### config.mk
export PLATFORM = sky130hd
export DESIGN_NAME = updown_counter_display_flat
export DESIGN_NICKNAME = d
export VERILOG_FILES = /design/src/rtl/updown_counter_display_if.sv /design/src/rtl/updown_counter_display.sv /design/src/flat_wrapper.sv
export SDC_FILE = /design/constraint.sdc
export NUM_CORES = 1
export LEC_CHECK = 0
export ABC_AREA = 1
export CORE_MARGIN = 5
export CORE_UTILIZATION = 55
export CTS_CLUSTER_DIAMETER = 100
export DETAILED_ROUTE_END_ITERATION = 12
export GPL_TIMING_DRIVEN = 0
export PLACE_DENSITY = 0.82
export SYNTH_ARGS = -nofsm -noshare
export SYNTH_HDL_FRONTEND = slang
export SYNTH_SLANG_ARGS = --single-unit
### constraint.sdc
create_clock -name clk -period 2.61 [get_ports clk]
set_input_delay 0.3915 -clock clk [delete_from_list [all_inputs] [get_ports clk]]
set_output_delay 0.3915 -clock clk [all_outputs]
set_load 0.1 [all_outputs]
### src/rtl/updown_counter_display_if.sv
// Control and display signal bundle for updown_counter_display.
// The master side drives rate/count controls; the slave side drives LEDs and the display.
interface updown_counter_display_if #(
  parameter int WIDTH  = 16,
  parameter int DIGITS = 8,
  parameter int SEL_W  = 5
);
  logic [SEL_W-1:0]  s;
  logic              en;
  logic              ud;
  logic              mode;
  logic              load;
  logic [WIDTH-1:0]  load_val;
  logic [WIDTH-1:0]  cnt;
  logic              tc;
  logic [6:0]        cnode;
  logic [DIGITS-1:0] an;
  logic              dp;

  modport master (
    output s,
    output en,
    output ud,
    output mode,
    output load,
    output load_val,
    input  cnt,
    input  tc,
    input  cnode,
    input  an,
    input  dp
  );

  modport slave (
    input  s,
    input  en,
    input  ud,
    input  mode,
    input  load,
    input  load_val,
    output cnt,
    output tc,
    output cnode,
    output an,
    output dp
  );
endinterface

### src/rtl/updown_counter_display.sv
// Parametrised up/down counter with rate prescaler, load, wrap/saturate
// and a multiplexed active-low hex seven-segment display.
module updown_counter_display #(
  parameter int WIDTH          = 16,
  parameter int DIGITS         = 8,
  parameter int SEL_W          = 5,
  parameter int REFRESH_CYCLES = 100000
) (
  input logic                     clk,
  input logic                     rst,
  updown_counter_display_if.slave bus
);

  localparam int PW = 2**SEL_W;
  localparam int RW =
    (REFRESH_CYCLES > 1) ? $clog2(REFRESH_CYCLES) : 1;
  localparam int DW =
    (DIGITS > 1) ? $clog2(DIGITS) : 1;
  localparam int XW = 4 * DIGITS;

  logic [PW-1:0]     presc;
  logic [PW-1:0]     tick_mask;
  logic              tick;
  logic [WIDTH-1:0]  cnt;
  logic              tc;
  logic              at_end;
  logic [WIDTH-1:0]  cnt_next;
  logic [RW-1:0]     ref_cnt;
  logic [DW-1:0]     dig;
  logic [XW-1:0]     cnt_ext;
  logic [3:0]        nib;
  logic [6:0]        seg;
  logic [DIGITS-1:0] an_next;
  logic [6:0]        cnode;
  logic [DIGITS-1:0] an;
  logic              dp;

  // Tick when the low s+1 prescaler bits are all ones.
  always_comb begin
    tick_mask = '0;
    for (int i = 0; i < PW; i++) begin
      if (i <= int'(bus.s)) tick_mask[i] = 1'b1;
    end
  end

  assign tick = bus.en & (&(presc | ~tick_mask));

  always_ff @(posedge clk) begin
    if (rst) begin
      presc <= '0;
    end else if (!bus.en) begin
      presc <= '0;
    end else begin
      presc <= presc + PW'(1);
    end
  end

  assign at_end = bus.ud ? (cnt == '1)
                         : (cnt == '0);

  // Natural +1/-1 overflow gives the wrap case.
  always_comb begin
    cnt_next = cnt;
    if (!(at_end && bus.mode)) begin
      cnt_next = bus.ud ? cnt + WIDTH'(1)
                        : cnt - WIDTH'(1);
    end
  end

  always_ff @(posedge clk) begin
    if (rst) begin
      cnt <= '0;
      tc  <= 1'b0;
    end else if (bus.load) begin
      cnt <= bus.load_val;
      tc  <= 1'b0;
    end else if (tick) begin
      cnt <= cnt_next;
      tc  <= at_end;
    end else begin
      tc  <= 1'b0;
    end
  end

  always_ff @(posedge clk) begin
    if (rst) begin
      ref_cnt <= '0;
      dig     <= '0;
    end else if (ref_cnt == RW'(REFRESH_CYCLES - 1)) begin
      ref_cnt <= '0;
      if (dig == DW'(DIGITS - 1)) dig <= '0;
      else                        dig <= dig + DW'(1);
    end else begin
      ref_cnt <= ref_cnt + RW'(1);
    end
  end

  always_comb begin
    cnt_ext = '0;
    cnt_ext[WIDTH-1:0] = cnt;
  end

  // Digits entirely above the counter width stay dark.
  always_comb begin
    nib     = 4'h0;
    an_next = '1;
    for (int i = 0; i < DIGITS; i++) begin
      if (dig == DW'(i)) begin
        nib = cnt_ext[4*i +: 4];
        if (4 * i < WIDTH) an_next[i] = 1'b0;
      end
    end
  end

  always_comb begin
    seg = 7'b1000000;
    unique case (nib)
      4'h0: seg = 7'b1000000;
      4'h1: seg = 7'b1111001;
      4'h2: seg = 7'b0100100;
      4'h3: seg = 7'b0110000;
      4'h4: seg = 7'b0011001;
      4'h5: seg = 7'b0010010;
      4'h6: seg = 7'b0000010;
      4'h7: seg = 7'b1111000;
      4'h8: seg = 7'b0000000;
      4'h9: seg = 7'b0010000;
      4'ha: seg = 7'b0001000;
      4'hb: seg = 7'b0000011;
      4'hc: seg = 7'b1000110;
      4'hd: seg = 7'b0100001;
      4'he: seg = 7'b0000110;
      4'hf: seg = 7'b0001110;
    endcase
  end

  always_ff @(posedge clk) begin
    if (rst) begin
      an    <= {{(DIGITS-1){1'b1}}, 1'b0};
      cnode <= 7'b1000000;
      dp    <= 1'b1;
    end else begin
      an    <= an_next;
      cnode <= seg;
      dp    <= ~((dig == '0) && !bus.en);
    end
  end

  assign bus.cnt   = cnt;
  assign bus.tc    = tc;
  assign bus.an    = an;
  assign bus.cnode = cnode;
  assign bus.dp    = dp;

endmodule

### src/flat_wrapper.sv
// flat-port wrapper written by rule: the top's interface ports become plain ports
module updown_counter_display_flat 
#(
  parameter int WIDTH          = 16,
  parameter int DIGITS         = 8,
  parameter int SEL_W          = 5,
  parameter int REFRESH_CYCLES = 100000
)
  (clk, rst, bus_s, bus_en, bus_ud, bus_mode, bus_load, bus_load_val, bus_cnt, bus_tc, bus_cnode, bus_an, bus_dp);
  updown_counter_display_if #(.WIDTH(WIDTH), .DIGITS(DIGITS), .SEL_W(SEL_W)) bus_i ();
  input logic clk;
  input logic rst;
  input wire logic [$bits(bus_i.s)-1:0] bus_s;
  input wire logic [$bits(bus_i.en)-1:0] bus_en;
  input wire logic [$bits(bus_i.ud)-1:0] bus_ud;
  input wire logic [$bits(bus_i.mode)-1:0] bus_mode;
  input wire logic [$bits(bus_i.load)-1:0] bus_load;
  input wire logic [$bits(bus_i.load_val)-1:0] bus_load_val;
  output wire logic [$bits(bus_i.cnt)-1:0] bus_cnt;
  output wire logic [$bits(bus_i.tc)-1:0] bus_tc;
  output wire logic [$bits(bus_i.cnode)-1:0] bus_cnode;
  output wire logic [$bits(bus_i.an)-1:0] bus_an;
  output wire logic [$bits(bus_i.dp)-1:0] bus_dp;
  assign bus_i.s = bus_s;
  assign bus_i.en = bus_en;
  assign bus_i.ud = bus_ud;
  assign bus_i.mode = bus_mode;
  assign bus_i.load = bus_load;
  assign bus_i.load_val = bus_load_val;
  assign bus_cnt = bus_i.cnt;
  assign bus_tc = bus_i.tc;
  assign bus_cnode = bus_i.cnode;
  assign bus_an = bus_i.an;
  assign bus_dp = bus_i.dp;
  updown_counter_display #(.WIDTH(WIDTH), .DIGITS(DIGITS), .SEL_W(SEL_W), .REFRESH_CYCLES(REFRESH_CYCLES)) u_core (.clk(clk), .rst(rst), .bus(bus_i));
endmodule
* Yosys cells after proc, flatten, opt, wreduce, memory -nomap -nowiden
Memories as Yosys holds them, arrays and structs flattened. A register that Yosys moved wholly into a read port is not among the register bits. Cells that the tools add are included.
Storage, ports and cells: bits in registers 78, latch bits 0, memory bits (writable) 0, bits in read-only memories 112, input port bits 27, output and inout port bits 33, word-level logic and storage cells 121, memories kept 1
Operators by class: add/sub/neg operators 5, multipliers 0, divide/modulo/power cells 0, order comparisons 31, equality and inequality tests 10, shifts and indexed selects 0, multiplexer cells 49, bitwise gates (word level) 6, reductions and logical operators 11
Memories:
- (name not given) | words 16, bits a word 7, read ports 1, clocked after Yosys merged registers in 1, write ports 0, line updown_counter_display.sv:117 | unique case (nib)
Operators by type and width (count):
- <= comparator 5 bit, first input constant | 16
- two-way mux 16 bit | 4
- <= comparator 4 x 5 -> 1 bit, first input constant | 8
- two-way mux 1 bit | 36
- adder 32 x 1 -> 32 bit, second input constant | 1
- two-way mux 4 bit | 8
- inverter 32 bit | 1
- OR 32 bit | 1
- AND reduction 32 bit | 1
- <= comparator 3 x 5 -> 1 bit, first input constant | 4
- adder 17 x 1 -> 17 bit, second input constant | 1
- equality test 17 bit, second input constant | 1
- adder 16 x 1 -> 16 bit, second input constant | 1
- equality test 16 bit, second input constant | 1
- logical NOT 16 bit | 1
- subtractor 16 x 1 -> 16 bit, second input constant | 1
- equality test 3 bit, second input constant | 4
- <= comparator 2 x 5 -> 1 bit, first input constant | 2
- equality test 3 x 2 -> 1 bit, second input constant | 2
- <= comparator 1 x 5 -> 1 bit, first input constant | 1
- OR reduction 2 bit | 2
- adder 3 x 1 -> 3 bit, second input constant | 1
- equality test 3 x 1 -> 1 bit, second input constant | 1
- logical NOT 3 bit | 1
- 9 further kinds | 12

* Logic depth before layout (Yosys ltp)
Gate-level depths: netlist (run 1).
word-level depth 9, mapped depth 15, gate-level depth less buffers 15

* Least setup slack after synthesis (run 1)
No wires, ideal clock.
kind register to register, from reg u_core.cnt[2] (netlist: u_core.bus.cnt[2]), to reg u_core.cnt[15] (netlist: u_core.bus.cnt[15]), setup time 0.071 ns, arrival time 2.284 ns, required time 2.539 ns, slack 0.255 ns, cell stages (with the launch flop) 12, cells stage by stage dfxtp_1 -> ha_1 -> or2_2 -> nand3_1 -> nand2_1 -> nand3_1 -> nand2_1 -> nand2_1 -> nand3_1 -> nand2_1 -> nand3_1 -> a21oi_1
Between the ends: longest elaborated chain between the ends 5
RTL lines:
- start, declared | line updown_counter_display.sv:24 | logic [WIDTH-1:0] cnt;
- start signal, assigned | line updown_counter_display.sv:75 | cnt <= bus.load_val;
- start signal, assigned | line updown_counter_display.sv:78 | cnt <= cnt_next;
- subtractor 16 x 1 -> 16 bit, or another cell as far along | line updown_counter_display.sv:66 | : cnt - WIDTH'(1);
- two-way mux 16 bit / two-way mux 1 bit (equally long branches) | line updown_counter_display.sv:65, updown_counter_display.sv:58
- two-way mux 16 bit / logical AND 1 bit (equally long branches) | line updown_counter_display.sv:64 | if (!(at_end && bus.mode)) begin
- two-way mux 16 bit / != test 2 bit (equally long branches)
- two-way mux 16 bit / AND reduction 2 bit (equally long branches)
Parallel ways exist; a longest one is shown, timed or not. The select of a mux whose other input is x is not followed. A chain may end at the register's enable or synchronous reset.

* Worst setup path in the final report (run 1)
from reg u_core.cnt[0] (netlist: u_core.bus.cnt[0]), to out bus_cnt[0]
RTL lines:
- end, declared | line flat_wrapper.sv:19 | output wire logic [$bits(bus_i.cnt)-1:0] bus_cnt;
No word-level cell between the ends.

==> report_table.html, run 1 <==
<table>
<tr><th>Metric</th><th>Value</th></tr>
<tr><th colspan="2">Critical path</th></tr>
<tr><td>Arrival time of the worst setup path</td><td>2120 ps</td></tr>
<tr><td>Kind of end point of the critical path</td><td>primary output</td></tr>
<tr><td>Stages on the worst setup path</td><td>1</td></tr>
<tr><td>Critical path class</td><td>flip-flop to primary output</td></tr>
<tr><td>Top fanout value on the critical path</td><td>8</td></tr>
<tr><td>CP required</td><td>2220 ps</td></tr>
<tr><td>Sort of element at the start of the critical path</td><td>flip-flop</td></tr>
<tr><td>Sum of buffers and inverters on the critical path</td><td>1</td></tr>
<tr><td>Worst-case reg-to-reg path depth</td><td>15</td></tr>
<tr><td>Crit-path leading delay family</td><td>buffers and inverters</td></tr>
<tr><td>Delay of the slowest critical-path stage</td><td>approximately 1200 ps</td></tr>
<tr><td>Worst-path cell chain</td><td>clkdlybuf4s50_1</td></tr>
<tr><td>Slowest stage cell on the critical path</td><td>clkdlybuf4s50_1</td></tr>
<tr><th colspan="2">Logic synthesis</th></tr>
<tr><td>Combined area of all synthesized cells</td><td>between 5000 and 6000 µm²</td></tr>
<tr><td>Commonest cells in the synthesized netlist</td><td>nand2_1, nor2_1, inv_1</td></tr>
<tr><td>Warnings, synthesis</td><td>0</td></tr>
<tr><td>Asr flop ratio synth</td><td>0%</td></tr>
<tr><td>Synthesis-stage register bit count</td><td>81</td></tr>
<tr><td>Number of enable-type register cells in the synthesized netlist</td><td>0</td></tr>
<tr><td>Top FF cell, synth</td><td>dfxtp_1</td></tr>
<tr><td>Proportion of synthesized chip area in sequential cells</td><td>29.8%</td></tr>
<tr><td>Cell taking the most area after synthesis</td><td>dfxtp_1</td></tr>
<tr><td>Most common cell in the netlist</td><td>nand2_1</td></tr>
<tr><td>Largest cells by area after synthesis</td><td>dfxtp_1, nand2_1, nor2_1</td></tr>
<tr><td>Synth Area per Inst</td><td>roughly 6.4 µm²</td></tr>
<tr><td>Area fraction of the dominant cell type after synthesis</td><td>approximately 30%</td></tr>
<tr><td>Mapped Cells</td><td>about 860</td></tr>
<tr><td>Number of distinct standard cells referenced by the synthesized netlist</td><td>40</td></tr>
<tr><th colspan="2">Routing</th></tr>
<tr><td>Routed wirelength normalized by instance count</td><td>12.6 µm</td></tr>
<tr><td>Number of vias per cell</td><td>between 5 and 6</td></tr>
<tr><td>Overall routed net length</td><td>around 13000 µm</td></tr>
<tr><td>Count of antenna-violating nets left after detailed routing</td><td>0</td></tr>
<tr><td>Iter 0 DRT Violations</td><td>approximately 380</td></tr>
<tr><td>DRC violations left</td><td>0</td></tr>
<tr><td>Number of vias after detailed routing</td><td>around 5600</td></tr>
<tr><td>Total iterations of the first detailed-routing run</td><td>6</td></tr>
<tr><th colspan="2">Floorplanning</th></tr>
<tr><td>Placeable core region</td><td>slightly below 10000 µm²</td></tr>
<tr><td>Vertical die dimension</td><td>between 100 and 150 µm</td></tr>
<tr><td>Row count</td><td>36</td></tr>
<tr><td>Die W</td><td>110 µm</td></tr>
<tr><td>Total I/O pin count</td><td>60</td></tr>
<tr><td>Starting density of the core</td><td>between 50% and 60%</td></tr>
<tr><td>Area enclosed by the die boundary</td><td>around 12000 µm²</td></tr>
<tr><th colspan="2">Placement</th></tr>
<tr><td>Count of port buffers added during placement</td><td>a little over 50</td></tr>
<tr><td>Last weighted congestion value of the routability-driven placer</td><td>roughly 0.95</td></tr>
<tr><td>Worst Setup Slack post-DPL</td><td>-250 ps</td></tr>
<tr><td>Dpl cells</td><td>around 1000</td></tr>
<tr><td>Post-DP HPWL</td><td>about 10000 µm</td></tr>
<tr><th colspan="2">STA</th></tr>
<tr><td>Worst slew margin relative to its limit</td><td>between 30% and 40%</td></tr>
<tr><td>Minimum setup slack in the final design</td><td>between 100 and 150 ps</td></tr>
<tr><td>Minimum hold slack</td><td>around 470 ps</td></tr>
<tr><td>Worst clock skew on the final layout</td><td>13.0 ps</td></tr>
<tr><td>Fin crit period</td><td>~2500 ps</td></tr>
<tr><td>RSZ-0062 raised after global routing</td><td>false</td></tr>
<tr><td>Final max-slew violation count</td><td>0</td></tr>
<tr><td>Highest Clock Rate</td><td>399 MHz</td></tr>
<tr><td>Final hold viol count</td><td>0</td></tr>
<tr><td>Share of the cycle needed by the critical path after routing</td><td>a little under 100%</td></tr>
<tr><td>Count of endpoints failing setup in the final report</td><td>0</td></tr>
<tr><td>Measured slew at the worst slew-check pin</td><td>993 ps</td></tr>
<tr><th colspan="2">Global route</th></tr>
<tr><td>Via count of the first global-routing pass</td><td>between 4000 and 5000</td></tr>
<tr><td>Wire length of the first global-routing pass</td><td>22500 µm</td></tr>
<tr><td>Gr ovfl total</td><td>0</td></tr>
<tr><td>Antenna violations before repair</td><td>0</td></tr>
<tr><td>Maximum number of pins on one net before global-route repair</td><td>17</td></tr>
<tr><td>Overall track demand over capacity in global routing</td><td>a little under a quarter</td></tr>
<tr><th colspan="2">Worst hold path</th></tr>
<tr><td>Min-delay worst type</td><td>flip-flop to flip-flop</td></tr>
<tr><td>Hold Crit Depth</td><td>1</td></tr>
<tr><th colspan="2">Finish</th></tr>
<tr><td>Number of diodes</td><td>0</td></tr>
<tr><td>NumNets Final</td><td>just under 1000</td></tr>
<tr><td>End-of-flow core utilization</td><td>between 60% and 70%</td></tr>
<tr><td>Filler cell count in the final layout</td><td>just over 900</td></tr>
<tr><td>Area Growth Syn to Fin</td><td>16.5%</td></tr>
<tr><td>Final Non-Filler Cells</td><td>about 1100</td></tr>
<tr><td>Proportion of layout cells with a drive suffix above 1</td><td>under 10%</td></tr>
<tr><th colspan="2">CTS</th></tr>
<tr><td>CTS Root Cell</td><td>clkbuf_8</td></tr>
<tr><td>Maximum root-to-sink buffer count</td><td>2</td></tr>
<tr><td>TritonCTS clock tree</td><td>yes</td></tr>
<tr><td>Count of clock tree sinks</td><td>just over 80</td></tr>
<tr><td>Max H-tree Level</td><td>3</td></tr>
<tr><td>Worst-Skew Late Latency</td><td>around 370 ps</td></tr>
<tr><td>Clock edge transition at the registers on the reported setup and hold paths</td><td>100 ps</td></tr>
<tr><td>TritonCTS Buffers</td><td>9</td></tr>
<tr><th colspan="2">Power and ir drop</th></tr>
<tr><td>Net switching power</td><td>around 1.1 mW</td></tr>
<tr><td>Switching power share of the total</td><td>36.9%</td></tr>
<tr><td>Cell leakage power</td><td>2.73 nW</td></tr>
<tr><td>Share of total power in combinational logic</td><td>about 26%</td></tr>
<tr><td>Peak supply drop</td><td>around 0.36 mV</td></tr>
<tr><td>Clock group share of total power</td><td>30.1%</td></tr>
<tr><td>Ratio of total power to cell area</td><td>about 470 nW/µm²</td></tr>
<tr><td>Internal portion of total power</td><td>between 1.5 and 2 mW</td></tr>
<tr><td>Sequential share of power</td><td>44.2%</td></tr>
<tr><th colspan="2">Run status</th></tr>
<tr><td>Status</td><td>finished clean</td></tr>
<tr><th colspan="2">Run</th></tr>
<tr><td>Count of maximum capacitance violations</td><td>0</td></tr>
</table>
[area by class of cell]
cell class	count	area (µm²)	share of cell area, %
multi-input combinational	643	3290	51.8
sequential	81	1620	25.5
timing repair buffer	52	533	8.39
inverter	117	443	6.97
tap	133	166	2.62
clock buffer	9	124	1.95
buffer	20	116	1.83
clock inverter	7	60.1	0.946
[per-layer routing]
metal | global-route usage, % | vias up | routed length [µm]
met4 | 5.88 | 0 | 166
met2 | 38.1 | 165 | 6040
li1 | - | 2923 | -
met1 | 31.7 | 2453 | 6210
met5 | 0 | - | 0
met3 | 4.58 | 17 | 972
[layout by cell type, fill, tap and decap left out, types with 2 or more instances in the layout]
cell type	netlist	final
a211oi_1	3	3
a21oi_1	55	55
buf_2	3	3
buf_4	6	6
buf_6	2	2
clkbuf_1	9	9
clkbuf_8	0	9
clkdlybuf4s50_1	0	50
clkinv_1	2	2
clkinv_4	0	2
conb_1	1	4
dfxtp_1	81	81
ha_1	27	27
inv_1	112	111
inv_2	3	3
inv_6	0	3
nand2_1	207	207
nand2_2	4	4
nand3_1	72	72
nand3_2	7	7
nand3b_1	4	4
nand4_1	15	15
nor2_1	123	122
nor2_2	6	7
nor2_4	3	3
nor3_1	25	25
nor3_2	3	3
nor3b_1	10	10
nor4_1	4	4
o211ai_1	8	8
o21a_1	3	3
o21ai_0	30	30
o21ai_1	5	5
or2_2	4	4
xnor2_1	4	4
xor2_1	9	9
[power by group through the flow]
stage	logic, mW	clock network (mW)	registers (mW)
floorplan	0.372	0	1.52
global route	0.827	0.959	1.31
finish	0.760	0.891	1.31
CTS	0.753	0.909	1.31
detailed placement	0.748	0	1.33
global placement	0.741	0	1.33
[flip-flops by register name, summed over array words and instances, names as in the netlist]
signal / cells
u_core.bus.an: 4
u_core.bus.cnode: 7
u_core.bus.cnt: 16
u_core.bus.dp: 1
u_core.bus.tc: 1
u_core.dig: 3
u_core.presc: 32
u_core.ref_cnt: 17
[stage by stage]
step	power, mW	area, µm²	TNS [ps]
after floorplan	1.90	5460	0
after detailed placement	2.08	6140	-1640
after global placement	2.07	6140	-1350
final	2.96	6350	0
after CTS	2.97	6320	0
after global routing	3.10	6350	0
[worst register-to-register path: cells and delay by family, from the launching register on]
family                   cells  cell delay (ps)
AND/OR/NAND/NOR              6              680
adder cells (fa/ha/maj)      2              410
AO/OA/AOI/OAI                3              390
buffers and inverters        4              380
flip-flops                   1              340
[timing repair]
item | CTS | global route
hold buffers | 0 | 0
hold endpoints to repair | 0 | 0
resized for setup | 0 | 3
setup endpoints to repair | 0 | 6
buffers inserted | 0 | 1
[cells by family (layout without fill, tap and decap cells)]
group / count (synthesis) / count (layout) / synth area share [%]
and+or+nand+nor: 491 / 491 / 40.7
buffers and inverters: 137 / 205 / 10.2
other: 1 / 4 / 0.0688
DFF: 81 / 81 / 29.8
adders and majority gates: 28 / 28 / 6.57
xor gates and xnor gates: 13 / 13 / 2.09
muxes: 1 / 1 / 0.184
AOI/OAI and AO/OA: 106 / 106 / 10.5
[worst paths after layout]
check	from	endpoint	slack [ps]
worst max-delay path	u_core.bus.cnt[0]	bus_cnt[0]	100
worst min register to register	u_core.ref_cnt[0]	u_core.ref_cnt[0]	470
worst max register to register	u_core.dig[0]	u_core.bus.cnode[0]	340
worst min-delay path	u_core.ref_cnt[0]	u_core.ref_cnt[0]	470
Note: power is estimated with default switching activity, not from simulation.
==> inputs of run 2 (changes only) <==
==> constraint.sdc (replaced) <==
create_clock -name clk -period 2.9 [get_ports clk]
set_input_delay 0.435 -clock clk [delete_from_list [all_inputs] [get_ports clk]]
set_output_delay 0.435 -clock clk [all_outputs]
set_load 0.1 [all_outputs]
==> run 2 against run 1 <==
Register-to-register slack improved by 180 ps. Cell area decreased by 0.45%. Combinational power decreased by 11%. Critical endpoint is now u_core.bus.cnt[13]. Largest power group unchanged.
==> report_table.html, run 2 (synthesis gave the netlist of run 1 again) <==
<table>
<tr><th>Metric</th><th>Value</th></tr>
<tr><th colspan="2">Finish</th></tr>
<tr><td>Registers with the highest flip-flop counts</td><td>u_core.presc: 32 flops, u_core.ref_cnt: 17 flops, u_core.bus.cnt: 16 flops</td></tr>
<tr><td>Area Growth Syn to Fin</td><td>16.0%</td></tr>
<tr><td>End-of-flow core utilization</td><td>about two thirds</td></tr>
<tr><td>Commonest cells after routing, fill and taps aside</td><td>nand2_1, nor2_1, inv_1</td></tr>
<tr><td>Register containing the most flip-flops in the final layout</td><td>u_core.presc</td></tr>
<tr><td>Commonest non-fill, non-tap cell in the layout</td><td>nand2_1</td></tr>
<tr><td>Largest register FFs</td><td>32</td></tr>
<tr><td>Proportion of layout cells with a drive suffix above 1</td><td>under 10%</td></tr>
<tr><td>Number of diodes</td><td>0</td></tr>
<tr><td>NumNets Final</td><td>~980</td></tr>
<tr><th colspan="2">Global route</th></tr>
<tr><td>Gr ovfl total</td><td>0</td></tr>
<tr><td>Maximum number of pins on one net before global-route repair</td><td>17</td></tr>
<tr><td>Antenna violations before repair</td><td>0</td></tr>
<tr><td>Wire length of the first global-routing pass</td><td>~23000 µm</td></tr>
<tr><td>Via count of the first global-routing pass</td><td>a little under 5000</td></tr>
<tr><td>Overall track demand over capacity in global routing</td><td>between 20% and 30%</td></tr>
<tr><th colspan="2">CTS</th></tr>
<tr><td>Number of hold buffers added after cts</td><td>0</td></tr>
<tr><td>Maximum root-to-sink buffer count</td><td>2</td></tr>
<tr><td>Count of instances resized after the clock tree is built</td><td>0</td></tr>
<tr><td>Clock edge transition at the registers on the reported setup and hold paths</td><td>roughly 90 ps</td></tr>
<tr><td>TritonCTS clock tree</td><td>yes</td></tr>
<tr><td>Worst-Skew Late Latency</td><td>roughly 360 ps</td></tr>
<tr><td>Max H-tree Level</td><td>3</td></tr>
<tr><td>TritonCTS Buffers</td><td>9</td></tr>
<tr><td>CTS Root Cell</td><td>clkbuf_8</td></tr>
<tr><td>Setup fix buffers added after clock tree synthesis</td><td>0</td></tr>
<tr><td>Count of clock tree sinks</td><td>between 80 and 90</td></tr>
<tr><th colspan="2">Power and ir drop</th></tr>
<tr><td>Ratio of total power to cell area</td><td>approximately 420 nW/µm²</td></tr>
<tr><td>Cell leakage power</td><td>roughly 2.7 nW</td></tr>
<tr><td>Switching power share of the total</td><td>a little under two fifths</td></tr>
<tr><td>Net switching power</td><td>0.976 mW</td></tr>
<tr><td>Peak supply drop</td><td>0.321 mV</td></tr>
<tr><td>Share of total power in combinational logic</td><td>25.6%</td></tr>
<tr><td>Sum of internal, switching and leakage power</td><td>2.65 mW</td></tr>
<tr><td>Internal portion of total power</td><td>1.68 mW</td></tr>
<tr><td>Sequential share of power</td><td>between 40% and 50%</td></tr>
<tr><td>Clock group share of total power</td><td>30.0%</td></tr>
<tr><th colspan="2">Floorplanning</th></tr>
<tr><td>Vertical die dimension</td><td>approximately 110 µm</td></tr>
<tr><td>Row count</td><td>36</td></tr>
<tr><td>Area enclosed by the die boundary</td><td>around 12000 µm²</td></tr>
<tr><td>Placeable core region</td><td>9730 µm²</td></tr>
<tr><td>Total I/O pin count</td><td>60</td></tr>
<tr><td>Starting density of the core</td><td>a little under three fifths</td></tr>
<tr><td>Die W</td><td>approximately 110 µm</td></tr>
<tr><th colspan="2">Routing</th></tr>
<tr><td>Number of vias per cell</td><td>5.20</td></tr>
<tr><td>Iter 0 DRT Violations</td><td>approximately 400</td></tr>
<tr><td>Routed wirelength normalized by instance count</td><td>between 10 and 15 µm</td></tr>
<tr><td>Total iterations of the first detailed-routing run</td><td>5</td></tr>
<tr><td>Number of vias after detailed routing</td><td>around 5500</td></tr>
<tr><td>Overall routed net length</td><td>approximately 13000 µm</td></tr>
<tr><td>DRC violations left</td><td>0</td></tr>
<tr><td>Count of antenna-violating nets left after detailed routing</td><td>0</td></tr>
<tr><th colspan="2">STA</th></tr>
<tr><td>Highest Clock Rate</td><td>394 MHz</td></tr>
<tr><td>Worst slew margin relative to its limit</td><td>34.2%</td></tr>
<tr><td>Minimum hold slack</td><td>approximately 470 ps</td></tr>
<tr><td>Worst clock skew on the final layout</td><td>10.5 ps</td></tr>
<tr><td>Count of endpoints failing setup in the final report</td><td>0</td></tr>
<tr><td>Fin crit period</td><td>roughly 2500 ps</td></tr>
<tr><td>RSZ-0062 raised after global routing</td><td>false</td></tr>
<tr><td>Final hold viol count</td><td>0</td></tr>
<tr><td>Share of the cycle needed by the critical path after routing</td><td>approximately 87%</td></tr>
<tr><td>Final max-slew violation count</td><td>0</td></tr>
<tr><td>Measured slew at the worst slew-check pin</td><td>between 900 and 1000 ps</td></tr>
<tr><th colspan="2">Critical path</th></tr>
<tr><td>CP required</td><td>between 3000 and 4000 ps</td></tr>
<tr><td>Top fanout value on the critical path</td><td>16</td></tr>
<tr><td>Sort of element at the start of the critical path</td><td>input port</td></tr>
<tr><td>Kind of end point of the critical path</td><td>flip-flop</td></tr>
<tr><td>Arrival time of the worst setup path</td><td>2830 ps</td></tr>
<tr><td>Critical path class</td><td>input port to flip-flop</td></tr>
<tr><th colspan="2">Run status</th></tr>
<tr><td>Status</td><td>finished clean</td></tr>
<tr><th colspan="2">Worst hold path</th></tr>
<tr><td>Min-delay worst type</td><td>flip-flop to flip-flop</td></tr>
<tr><th colspan="2">Placement</th></tr>
<tr><td>Last weighted congestion value of the routability-driven placer</td><td>between 0.9 and 1</td></tr>
<tr><td>Post-DP HPWL</td><td>10500 µm</td></tr>
<tr><td>Count of port buffers added during placement</td><td>51</td></tr>
<tr><th colspan="2">Run</th></tr>
<tr><td>Count of maximum capacitance violations</td><td>0</td></tr>
</table>
-- run 2: power by group through the flow --
stage,logic (mW),registers [mW],clock network [mW]
finish,0.680,1.18,0.797
global route,0.740,1.18,0.863
CTS,0.677,1.17,0.818
detailed placement,0.673,1.20,0
global placement,0.667,1.20,0
floorplan,0.335,1.37,0
-- run 2: critical path: stages --
cell and delay (ps):
clkdlybuf4s50_1 470, inv_1 450, ha_1 370, or2_2 310, nand3b_1 90, nand2_1 100
nand3_1 130, nand2_1 70, nand2_1 60, nand3_1 60, nand2_1 70, nand3_1 80
a21oi_1 130
-- run 2: per-stage QoR --
step	setup TNS [ps]	area (µm²)	std cells	worst slack (ps)
after CTS	0	6320	1061	355
after detailed placement	-7.19	6140	1045	-3.82
final	0	6320	1061	364
after global placement	0	6140	1045	37.6
after global routing	0	6320	1061	81.2
after floorplan	0	5460	861	545
-- run 2: cell type report --
class	count	area, µm²
Buffer	20	116
Tap cell	133	166
Clock buffer	9	124
Timing Repair Buffer	51	510
Fill cell	941	3410
Sequential cell	81	1620
Multi-Input combinational cell	643	3280
Clock inverter	7	60.1
Inverter	117	439
-- run 2: metal layers --
metal	vias up	GRT usage, %	wire length [µm]
met4	0	5.88	197
met5	-	0	0
met3	21	4.58	873
li1	2909	-	-
met1	2439	31.7	6270
met2	152	38.1	5950
-- run 2: final timing paths --
path	cells past startpoint	from	slack, ps	to
worst max-delay path	13	bus_ud	360	u_core.bus.cnt[13]
worst min-delay path	1	u_core.ref_cnt[0]	470	u_core.ref_cnt[0]
worst max register to register	15	u_core.dig[0]	520	u_core.bus.cnode[0]
worst min register to register	1	u_core.ref_cnt[0]	470	u_core.ref_cnt[0]
